--- config.mk ---
export PLATFORM = sky130hd
export DESIGN_NAME = io_input_reg_flat
export DESIGN_NICKNAME = d
export VERILOG_FILES = /design/src/rtl/io_input_reg_if.sv /design/src/rtl/io_input_reg.sv /design/src/flat_wrapper.sv
export SDC_FILE = /design/constraint.sdc
export NUM_CORES = 1
export LEC_CHECK = 0
export BUFFER_PORTS_ARGS = -buffer_cell sky130_fd_sc_hd__buf_2
export CAP_MARGIN = 20
export CORE_UTILIZATION = 49
export CTS_CLUSTER_SIZE = 40
export DETAILED_ROUTE_END_ITERATION = 8
export HOLD_SLACK_MARGIN = 0.05
export PLACE_DENSITY = 0.74
export SLEW_MARGIN = 0
export SYNTH_ARGS = -nofsm -noshare
export SYNTH_HDL_FRONTEND = slang
export SYNTH_SLANG_ARGS = --single-unit
--- constraint.sdc ---
create_clock -name io_clk -period 1.9 [get_ports io_clk]
set_clock_uncertainty 0.2 [all_clocks]
set_input_delay 0.19 -clock io_clk [delete_from_list [all_inputs] [get_ports io_clk]]
set_output_delay 0.19 -clock io_clk [all_outputs]
set_load 0.1 [all_outputs]
--- src/rtl/io_input_reg_if.sv ---
// CPU-side bus of the memory-mapped input port block: load/store address, data and the key interrupt.
// The master modport belongs to the CPU MEM stage; the slave modport belongs to io_input_reg.
interface io_input_reg_if;
  logic [31:0] addr;
  logic        read_io_enable;
  logic        write_io_enable;
  logic [31:0] datain;
  logic [31:0] dataout;
  logic        key_irq;

  modport master (
    output addr, read_io_enable, write_io_enable, datain,
    input  dataout, key_irq
  );

  modport slave (
    input  addr, read_io_enable, write_io_enable, datain,
    output dataout, key_irq
  );
endinterface

--- src/rtl/io_input_reg.sv ---
// Memory-mapped switch/button input port: 2-flop sync, per-key debounce, sticky press capture with mask and IRQ.
// Read data is combinational from registered state; a key change reaches deb_level DEBOUNCE_CYCLES+2 edges after the input.
module io_input_reg #(
  parameter int DEBOUNCE_CYCLES = 16,
  parameter int CNT_W           = 20
) (
  input  logic          io_clk,
  input  logic          clr,
  input  logic [9:0]    sw,
  input  logic [3:0]    key,
  io_input_reg_if.slave bus
);

  localparam logic [CNT_W-1:0] CNT_MAX = CNT_W'(DEBOUNCE_CYCLES - 1);

  localparam logic [5:0] A_SW_LO = 6'b110000;
  localparam logic [5:0] A_SW_HI = 6'b110001;
  localparam logic [5:0] A_LEVEL = 6'b110010;
  localparam logic [5:0] A_PRESS = 6'b110011;
  localparam logic [5:0] A_MASK  = 6'b110100;

  logic [9:0]       sw_s1_q, sw_s2_q;
  logic [3:0]       key_s1_q, key_s2_q;
  logic [3:0]       deb_q, deb_d;
  logic [CNT_W-1:0] cnt_q [4];
  logic [CNT_W-1:0] cnt_d [4];
  logic [3:0]       press_q, press_d;
  logic [3:0]       mask_q, mask_d;
  logic             key_irq_q;

  logic [5:0]  word_addr;
  logic [3:0]  key_pressed;
  logic [3:0]  press_clr;
  logic [31:0] rdata;
  logic        unused_bits;

  assign word_addr   = bus.addr[7:2];
  assign key_pressed = ~key_s2_q;
  assign unused_bits = ^{bus.addr[31:8], bus.addr[1:0], bus.datain[31:4]};

  // Any disagreement between the synchronized key and deb_level must persist
  // for DEBOUNCE_CYCLES consecutive cycles; one agreeing cycle restarts the count.
  always_comb begin
    deb_d = deb_q;
    for (int i = 0; i < 4; i++) begin
      cnt_d[i] = cnt_q[i];
      if (key_pressed[i] == deb_q[i]) begin
        cnt_d[i] = '0;
      end else if (cnt_q[i] == CNT_MAX) begin
        deb_d[i] = ~deb_q[i];
        cnt_d[i] = '0;
      end else begin
        cnt_d[i] = cnt_q[i] + 1'b1;
      end
    end
  end

  always_comb begin
    press_clr = '0;
    if (bus.read_io_enable && word_addr == A_PRESS) begin
      press_clr = 4'hF;
    end else if (bus.write_io_enable && word_addr == A_PRESS) begin
      press_clr = bus.datain[3:0];
    end
    // A press landing in the clearing cycle survives the clear.
    press_d = (press_q & ~press_clr) | (deb_d & ~deb_q);

    mask_d = mask_q;
    if (bus.write_io_enable && word_addr == A_MASK) begin
      mask_d = bus.datain[3:0];
    end
  end

  always_ff @(posedge io_clk) begin
    if (clr) begin
      sw_s1_q   <= '0;
      sw_s2_q   <= '0;
      key_s1_q  <= 4'hF;
      key_s2_q  <= 4'hF;
      deb_q     <= '0;
      press_q   <= '0;
      mask_q    <= 4'hF;
      key_irq_q <= 1'b0;
      for (int i = 0; i < 4; i++) cnt_q[i] <= '0;
    end else begin
      sw_s1_q   <= sw;
      sw_s2_q   <= sw_s1_q;
      key_s1_q  <= key;
      key_s2_q  <= key_s1_q;
      deb_q     <= deb_d;
      press_q   <= press_d;
      mask_q    <= mask_d;
      key_irq_q <= |(press_q & mask_q);
      for (int i = 0; i < 4; i++) cnt_q[i] <= cnt_d[i];
    end
  end

  always_comb begin
    rdata = '0;
    if (bus.read_io_enable && !clr) begin
      case (word_addr)
        A_SW_LO: rdata = {27'b0, sw_s2_q[4:0]};
        A_SW_HI: rdata = {27'b0, sw_s2_q[9:5]};
        A_LEVEL: rdata = {28'b0, deb_q};
        A_PRESS: rdata = {28'b0, press_q};
        A_MASK:  rdata = {28'b0, mask_q};
        default: rdata = '0;
      endcase
    end
  end

  assign bus.dataout = rdata;
  assign bus.key_irq = key_irq_q;

endmodule

--- src/flat_wrapper.sv ---
// flat-port wrapper written by rule: the top's interface ports become plain ports
module io_input_reg_flat 
#(
  parameter int DEBOUNCE_CYCLES = 16,
  parameter int CNT_W           = 20
)
  (io_clk, clr, sw, key, bus_addr, bus_read_io_enable, bus_write_io_enable, bus_datain, bus_dataout, bus_key_irq);
  io_input_reg_if bus_i ();
  input  logic io_clk;
  input  logic clr;
  input  logic [9:0] sw;
  input  logic [3:0] key;
  input wire logic [$bits(bus_i.addr)-1:0] bus_addr;
  input wire logic [$bits(bus_i.read_io_enable)-1:0] bus_read_io_enable;
  input wire logic [$bits(bus_i.write_io_enable)-1:0] bus_write_io_enable;
  input wire logic [$bits(bus_i.datain)-1:0] bus_datain;
  output wire logic [$bits(bus_i.dataout)-1:0] bus_dataout;
  output wire logic [$bits(bus_i.key_irq)-1:0] bus_key_irq;
  assign bus_i.addr = bus_addr;
  assign bus_i.read_io_enable = bus_read_io_enable;
  assign bus_i.write_io_enable = bus_write_io_enable;
  assign bus_i.datain = bus_datain;
  assign bus_dataout = bus_i.dataout;
  assign bus_key_irq = bus_i.key_irq;
  io_input_reg #(.DEBOUNCE_CYCLES(DEBOUNCE_CYCLES), .CNT_W(CNT_W)) u_core (.io_clk(io_clk), .clr(clr), .sw(sw), .key(key), .bus(bus_i));
endmodule
### Yosys cells after proc, flatten, opt, wreduce, memory -nomap -nowiden

Memories as Yosys holds them, arrays and structs flattened.
Index checks and enable logic that the tools add are counted.

* RAM bits: 80
* input bits: 82
* register bits after elaboration: 41
* output and inout bits: 33
* memories kept: 1

Memory list
* u_core.cnt_q: words 4, bits a word 20, read ports 4, clocked after Yosys merged registers in 0, wr ports 4, RTL line io_input_reg.sv:25 `logic [CNT_W-1:0] cnt_q [4];`

* multiplexer cells: 27
* reductions and logical operators: 6
* bitwise gates (word level): 15
* add/subtract/negate cells: 4
* eq/ne operators: 13

Operators by type and width (number)
* $mux 20: 12
* $add 20x1->20 const B: 4
* $eq 20x4->1 const B: 4
* $mux 32: 1
* $eq 6x6->1 const B: 5
* $pmux 5 s5: 1
* $and 4x4->4: 3
* $not 4->4: 3
* $mux 1: 11
* $mux 4: 2
* $eq 1x1->1: 4
* $logic_and 1x1->1: 4
* $not 1->1: 4
* $or 1x1->1: 4
* $or 4x4->4: 1
* $reduce_or 4->1: 1
* $logic_not 1->1: 1

### Longest topological paths before layout

Gate-level depths: netlist of run 1.

* depth after elaboration: 7
* depth in mapped cells: 6
* gate-level depth less buffers: 5

### Least setup slack after synthesis of run 1

OpenSTA, ideal clock, no wires.

* path kind: input to output
* start point: input port bus_addr[5]
* end point: output port bus_dataout[4]
* stages: 4
* path slack: -2.587 ns
* arrival: 4.097 ns
* path through: nand3b_1 > nor3_1 > o21ai_0 > nor4_1

* word-level cells in the longest chain between the ends: 3
* elaborated cells between the ends (all ways): 7

RTL lines
* start: declaration: RTL line flat_wrapper.sv:13 `input wire logic [$bits(bus_i.addr)-1:0] bus_addr;`
* $eq 6x6->1: RTL line io_input_reg.sv:101 `case (word_addr)`
* $pmux 5 s5 (*): RTL line io_input_reg.sv:101
* $mux 32 (*): RTL line io_input_reg.sv:100 `if (bus.read_io_enable && !clr) begin`
* end: declaration: RTL line flat_wrapper.sv:17 `output wire logic [$bits(bus_i.dataout)-1:0] bus_dataout;`

Every way passes the cells marked *; elsewhere a longest branch is shown, timed or not.

### Worst setup path after layout of run 1

* start point: register u_core.deb_q[1]
* end point: output port bus_dataout[1]

* word-level cells in the longest chain between the ends: 2

RTL lines
* start: declaration: RTL line io_input_reg.sv:24 `logic [3:0] deb_q, deb_d;`
* start signal: assignment: RTL line io_input_reg.sv:80 `deb_q <= '0;`
* start signal: assignment: RTL line io_input_reg.sv:90 `deb_q <= deb_d;`
* $pmux 5 s5: RTL line io_input_reg.sv:101
* $mux 32: RTL line io_input_reg.sv:100

Every way passes these cells.

==> out/results.ini, run 1 <==
[power_and_ir_drop]
power_frac_seq=0.415
p_comb_frac=0.071
peakVddDrop_mv=0.5772
switchingPower_mw=1.423
netSwitchingFraction=0.2291
p_total_mw=6.212
p_int_mw=4.789
clockPowerShare=0.514
power_density_nw_per_um2=832.2
p_leak_nw=2.669

[floorplan]
io-pin-count=115
start_util=0.5103
die_w_um=106.4
fp.dieArea_um2=11320
placeableCoreArea_um2=10460
core.rowCount=37
die_h_um=106.4

[synth]
syn_area_per_cell_um2=8.653
async_flop_share=0
synth-edff-count=0
syn_inst=617
synth_warnings=0
synth_area_leaders=dfxtp_1 45%, a21oi_1 4.7%, xnor2_1 4.6%
yosysTopAreaCellShare=0.4537
synthFlopType=dfxtp_1
synth_cell_type_count=39
synth_seq_cells=121
synth_area_um2=5339
seq_area_frac_synth=0.4537
synth_top_cell_by_area=dfxtp_1

[clock_network]
clkSlewWorstSetupHoldPaths_ns=0.06
cts_buffers=17
cts_max_path_buffers=2
cts_tree=done
cts.htree.levels=4
clock-sinks=121
clk_latency_ns=0.52
root_buffer=clkbuf_8

[min_path]
hold_start=bus_write_io_enable
min_path_type=primary input to flop
min_to=u_core.press_q[2]
min_path_cells=4

[timing]
grt_setup_unrepaired=true
period_needed_ns=2.041
final-max-slew-violation-count=0
worst_slack_ns=-0.1413
fin_tns_setup_ns=-0.3163
max_freq_mhz=489.9
setup_viol=5
finalHoldViolCount=0
min_period_over_period=1.074

[global_route]
grt_pass1_vias=4809
grt_pass1_wl_um=21380
grt_max_degree=46
gr-total-overflow=0
antenna_found_initial=0
track_usage=0.2379

[layout]
final_util=0.7135
multi_input_area_um2=2957
synthToLayoutAreaGrowth_pct=39.82
regArea_um2=2461
n_antenna_cell=0
fillers=725
layout.cells.non_filler=908
drive_gt1_frac=0.2940
finalNetCount=848

[placed_design]
post-place-ws_ns=-0.06760
dp_hpwl_um=7879
dpl.cell_count=822
portBuffers=33
place.gp.congestion=0.8163

[routing]
drt-pass1-iter-count=4
drt_wl_total_um=13590
viasPerCell=5.424
wire_per_inst_um=14.97
drt_iter0_drc=192
postRouteAntennaNets=0
route.detailed.drc=0
num_vias=4925

[critical_path]
critPathKind=flop to output pin
worstPathArrival_ns=1.65
reg2reg_slack_ns=-0.02
r2r_start=u_core.cnt_q[0][6]
reg2reg_to=u_core.cnt_q[0][15]
rr_worst_depth=4
cp.required_ns=1.51
cp-start-kind=flop
end_kind=output pin
critPathMaxFanout=2

[outcome]
violations=setup timing
outcome=complete, but fails checks

[flow_run]
cap_violations=0

-- repair_timing --
item | 4_1_cts | 5_1_grt
endpoints found under the hold margin | 41 | 0
buffers inserted | 7 | 8
pin swaps | 11 | 11
gates resized for setup | 16 | 48
cloned | 0 | 2
hold buffers | 40 | 0
endpoints found under the setup margin | 17 | 75
-- synth_stat cells, types with 4 or more instances --
cell        n
dfxtp_1   121
nor2_1     63
a21oi_1    50
o21ai_0    31
nand2_1    29
nand3_1    29
xnor2_1    28
buf_4      27
nand4_1    22
nor2b_1    21
nor4_1     21
clkbuf_1   20
or4_1      20
xor2_1     19
or3_1      18
inv_1      14
o31ai_1    13
or2_2      11
nor3_1      8
a22oi_1     6
and3_1      6
and4_1      6
mux2i_1     5
and2_1      4
ha_1        4
o21bai_1    4
or3_2       4
-- worst max-delay path by stage --
stage	start	slack, ns	end	cells past startpoint
finish	u_core.deb_q[1]	-0.14	bus_dataout[1]	5
floorplan	bus_addr[5]	-0.46	bus_dataout[4]	4
global placement	u_core.cnt_q[3][8]	-0.05	u_core.cnt_q[3][19]	4
detailed placement	u_core.cnt_q[0][1]	-0.07	u_core.cnt_q[0][15]	4
global route	u_core.press_q[1]	-0.18	bus_dataout[1]	5
CTS	u_core.deb_q[2]	-0.11	bus_dataout[2]	5
-- cells by family after synthesis --
group / synth area share
other: 0.0007024
AND/OR/NAND/NOR: 0.2751
flip-flops: 0.4537
XOR/XNOR: 0.07710
buffers and inverters: 0.06538
adder cells (fa/ha/maj): 0.009375
multiplexers: 0.009375
AO/OA/AOI/OAI: 0.1092
-- worst max-delay path, stage by stage, from the launching register on --
cell	delay [ns]
dfxtp_2	0.33
mux2i_1	0.22
o21ai_2	0.12
a22oi_2	0.20
a21oi_2	0.10
buf_12	0.17
-- registers in the layout, indices dropped and copies added (netlist names) --
| name | cells |
|---|---|
| u_core.bus.key_irq | 1 |
| u_core.sw_s1_q | 10 |
| u_core.press_q | 4 |
| u_core.deb_q | 4 |
| u_core.key_s2_q | 4 |
| u_core.sw_s2_q | 10 |
| u_core.key_s1_q | 4 |
| u_core.mask_q | 4 |
| u_core.cnt_q | 80 |
-- metal layers --
metal / track usage / up-vias / share of wire
met1: 0.2627 / 2364 / 0.41
met5: 0 / - / 0
met2: 0.4300 / 115 / 0.54
met4: 0.1032 / 0 / 0.013
li1: - / 2430 / -
met3: 0.05825 / 16 / 0.036
-- placed cells by master, fill, tap and decap left out, types with 4 or more instances in the layout --
cell type / count
mux2i_1: 5
inv_1: 13
nor2b_1: 21
or4_1: 15
clkbuf_8: 5
a21oi_1: 42
nand3_1: 25
o21bai_1: 4
clkbuf_16: 16
dfxtp_2: 22
or4_4: 7
dlygate4sd3_1: 40
or3_1: 17
nor2_1: 63
o31ai_1: 12
dfxtp_1: 96
and3_1: 4
and4_1: 4
or2_2: 9
nand4_1: 22
nand2_1: 28
nor3_1: 7
and2_1: 4
nor4_2: 7
o21ai_1: 5
a21oi_2: 8
buf_2: 28
nand3_2: 4
conb_1: 27
buf_4: 74
xor2_1: 19
buf_12: 6
xnor2_1: 28
o21ai_0: 23
a22oi_1: 5
o21ai_2: 4
nor4_1: 12
-- power groups by stage --
stage | registers (mW) | clock network, mW | logic (mW)
6_report | 2.58 | 3.19 | 0.443
5_1_grt | 2.58 | 3.35 | 0.463
4_1_cts | 2.58 | 3.22 | 0.430
3_5_place_dp | 2.63 | 0 | 0.370
3_3_place_gp | 2.63 | 0 | 0.366
2_1_floorplan | 2.63 | 0 | 0.352
-- final cells by class --
class / instances / area share
clock buffer: 21 / 0.06286
clock inverter: 8 / 0.01609
inverter: 14 / 0.007040
multi-input combinational: 458 / 0.3961
sequential: 121 / 0.3297
tap: 136 / 0.02280
timing repair buffer: 150 / 0.1654
-- metrics by stage --
stage                     area [um^2]  hold slack, ns
final                            7465         0.08082
after CTS                        7201         0.06215
after global placement           6130          0.1753
after detailed placement         6130          0.1788
after floorplan                  5572         0.09381
after global routing             7465          0.1035
(Power assumes the default switching activity.)
==> run 2: changes to the inputs <==
- CORE_UTILIZATION: 49 -> 55
- PLACE_DENSITY: 0.74 -> 0.78
- SKIP_LAST_GASP: unset -> 1
- clock period: 1.9 -> 2.5 ns (I/O delays scaled with it)
==> out/results.ini, run 2 (synthesized netlist as in run 1, its figures left out) <==
[outcome]
outcome=finished clean

[layout]
regArea_um2=2422
largestRegisters=u_core.cnt_q (80), u_core.sw_s1_q (10), u_core.sw_s2_q (10)
n_antenna_cell=0
synthToLayoutAreaGrowth_pct=20.53
most-common-layout-cells=121 x dfxtp_1, 63 x nor2_1, 46 x a21oi_1
top_register=u_core.cnt_q
final_common_cell=dfxtp_1
final_util=0.6899
fillers=650
finalNetCount=761
drive_gt1_frac=0.1366
largest_reg_flops=80
multi_input_area_um2=2725

[critical_path]
r2r_start=u_core.cnt_q[3][5]
slowest_stage=dlygate4sd3_1
worstPathArrival_ns=1.87
critPathCapture=bus_dataout[4]
rr_worst_depth=4
max_stage_delay_ns=0.53
reg2reg_to=u_core.cnt_q[3][19]
cp.depth=6
cp.required_ns=2.05
cp-startpoint=bus_read_io_enable
reg2reg_slack_ns=0.28
cp.buffers_inverters=3
crit_path_cell_trace=dlygate4sd3_1 > buf_2 > nor2b_1 > o21ai_2 > nor4_4 > buf_12
critPathMaxFanout=5
end_kind=output pin
cp-start-kind=primary input
critPathKind=primary input to output pin
crit_family=buffers and inverters

[global_route]
antenna_found_initial=0
grt_pass1_vias=4492
grt_pass1_wl_um=19830
track_usage=0.2463
gr-total-overflow=0
grt_max_degree=46

[timing]
fin_tns_setup_ns=0
period_needed_ns=2.321
setup_viol=0
whs_ns=0.08743
finalHoldViolCount=0
final-max-slew-violation-count=0
min_period_over_period=0.9282
worst_slack_ns=0.1794
max_freq_mhz=430.9
grt_setup_unrepaired=false

[clock_network]
root_buffer=clkbuf_8
cts_tree=done
cts_max_path_buffers=2
postCtsHoldBufs=25
cts_buffers=17
clock-sinks=121
cts.htree.levels=4
ctsResizeCount=0
clk_latency_ns=0.51
cts_setup_buffers=0
clkSlewWorstSetupHoldPaths_ns=0.05

[floorplan]
placeableCoreArea_um2=9328
io-pin-count=115
start_util=0.5724
die_w_um=100.5
die_h_um=100.5
fp.dieArea_um2=10110
core.rowCount=35

[placed_design]
portBuffers=33
dp_hpwl_um=7110
post-place-ws_ns=0.3102
place.gp.congestion=0.8122

[flow_run]
cap_violations=0

[power_and_ir_drop]
p_total_mw=4.465
power_density_nw_per_um2=693.9
p_leak_nw=2.165
peakVddDrop_mv=0.4833

[routing]
drt_iter0_drc=176
drt_wl_total_um=11550
viasPerCell=5.576
num_vias=4556
route.detailed.drc=0
postRouteAntennaNets=0
drt-pass1-iter-count=4
wire_per_inst_um=14.13

[min_path]
min_path_type=primary input to flop

==> run 2: cell types whose count changed in the layout (fill, tap and decap cells not counted), moves of 5 or more <==
| cell | change |
|---|---|
| or4_1 | +5 |
| nor4_1 | +8 |
| dlygate4sd3_1 | -15 |
| dfxtp_1 | +25 |
| or4_4 | -7 |
| buf_4 | -68 |
| dfxtp_2 | -22 |
| nor4_2 | -7 |
==> run 2: how the worst min path moves through the flow <==
stage / startpoint / to / slack [ns] / depth (start not counted)
after global placement: u_core.key_s1_q[2] / u_core.key_s2_q[2] / 0.19 / 1
after floorplan: key[0] / u_core.key_s1_q[0] / 0.15 / 1
after global routing: clr / u_core.sw_s1_q[4] / 0.11 / 3
after detailed placement: u_core.key_s1_q[3] / u_core.key_s2_q[3] / 0.19 / 1
final: clr / u_core.sw_s2_q[2] / 0.09 / 3
after CTS: clr / u_core.sw_s2_q[5] / 0.06 / 3
==> run 2: tightest hold or removal path, delay by kind of cell <==
family / cells / cell delay, ns
buffers and inverters: 2 / 0.37
and+or+nand+nor: 1 / 0.14
==> run 2: stage by stage <==
step	cells	cell area [um^2]
2_1_floorplan	643	5497
3_3_place_gp	760	5647
3_5_place_dp	760	5647
4_1_cts	817	6435
5_1_grt	817	6435
6_report	817	6435
==> run 2: final cells by class <==
type                       count  share of cell area
timing repair buffer          64             0.08322
inverter                      14            0.008166
tap                          129             0.02508
clock inverter                12             0.01594
clock buffer                  20             0.06766
multi-input combinational    457              0.4235
sequential                   121              0.3764
==> run 2: power by group <==
part,switching [mW],internal [mW],total [mW]
registers,0.00935,1.95,1.96
clock network,0.864,1.33,2.20
logic,0.239,0.0662,0.305
total,1.11,3.35,4.47
==> run 2: layer usage <==
layer / wire length, um / GRT usage / share of wire / up-vias
met5: 0 / 0 / 0 / -
met1: 5006 / 0.2908 / 0.43 / 2168
met3: 378 / 0.04993 / 0.033 / 12
met4: 114 / 0.09699 / 0.0099 / 0
li1: - / - / - / 2262
met2: 6046 / 0.4384 / 0.52 / 114
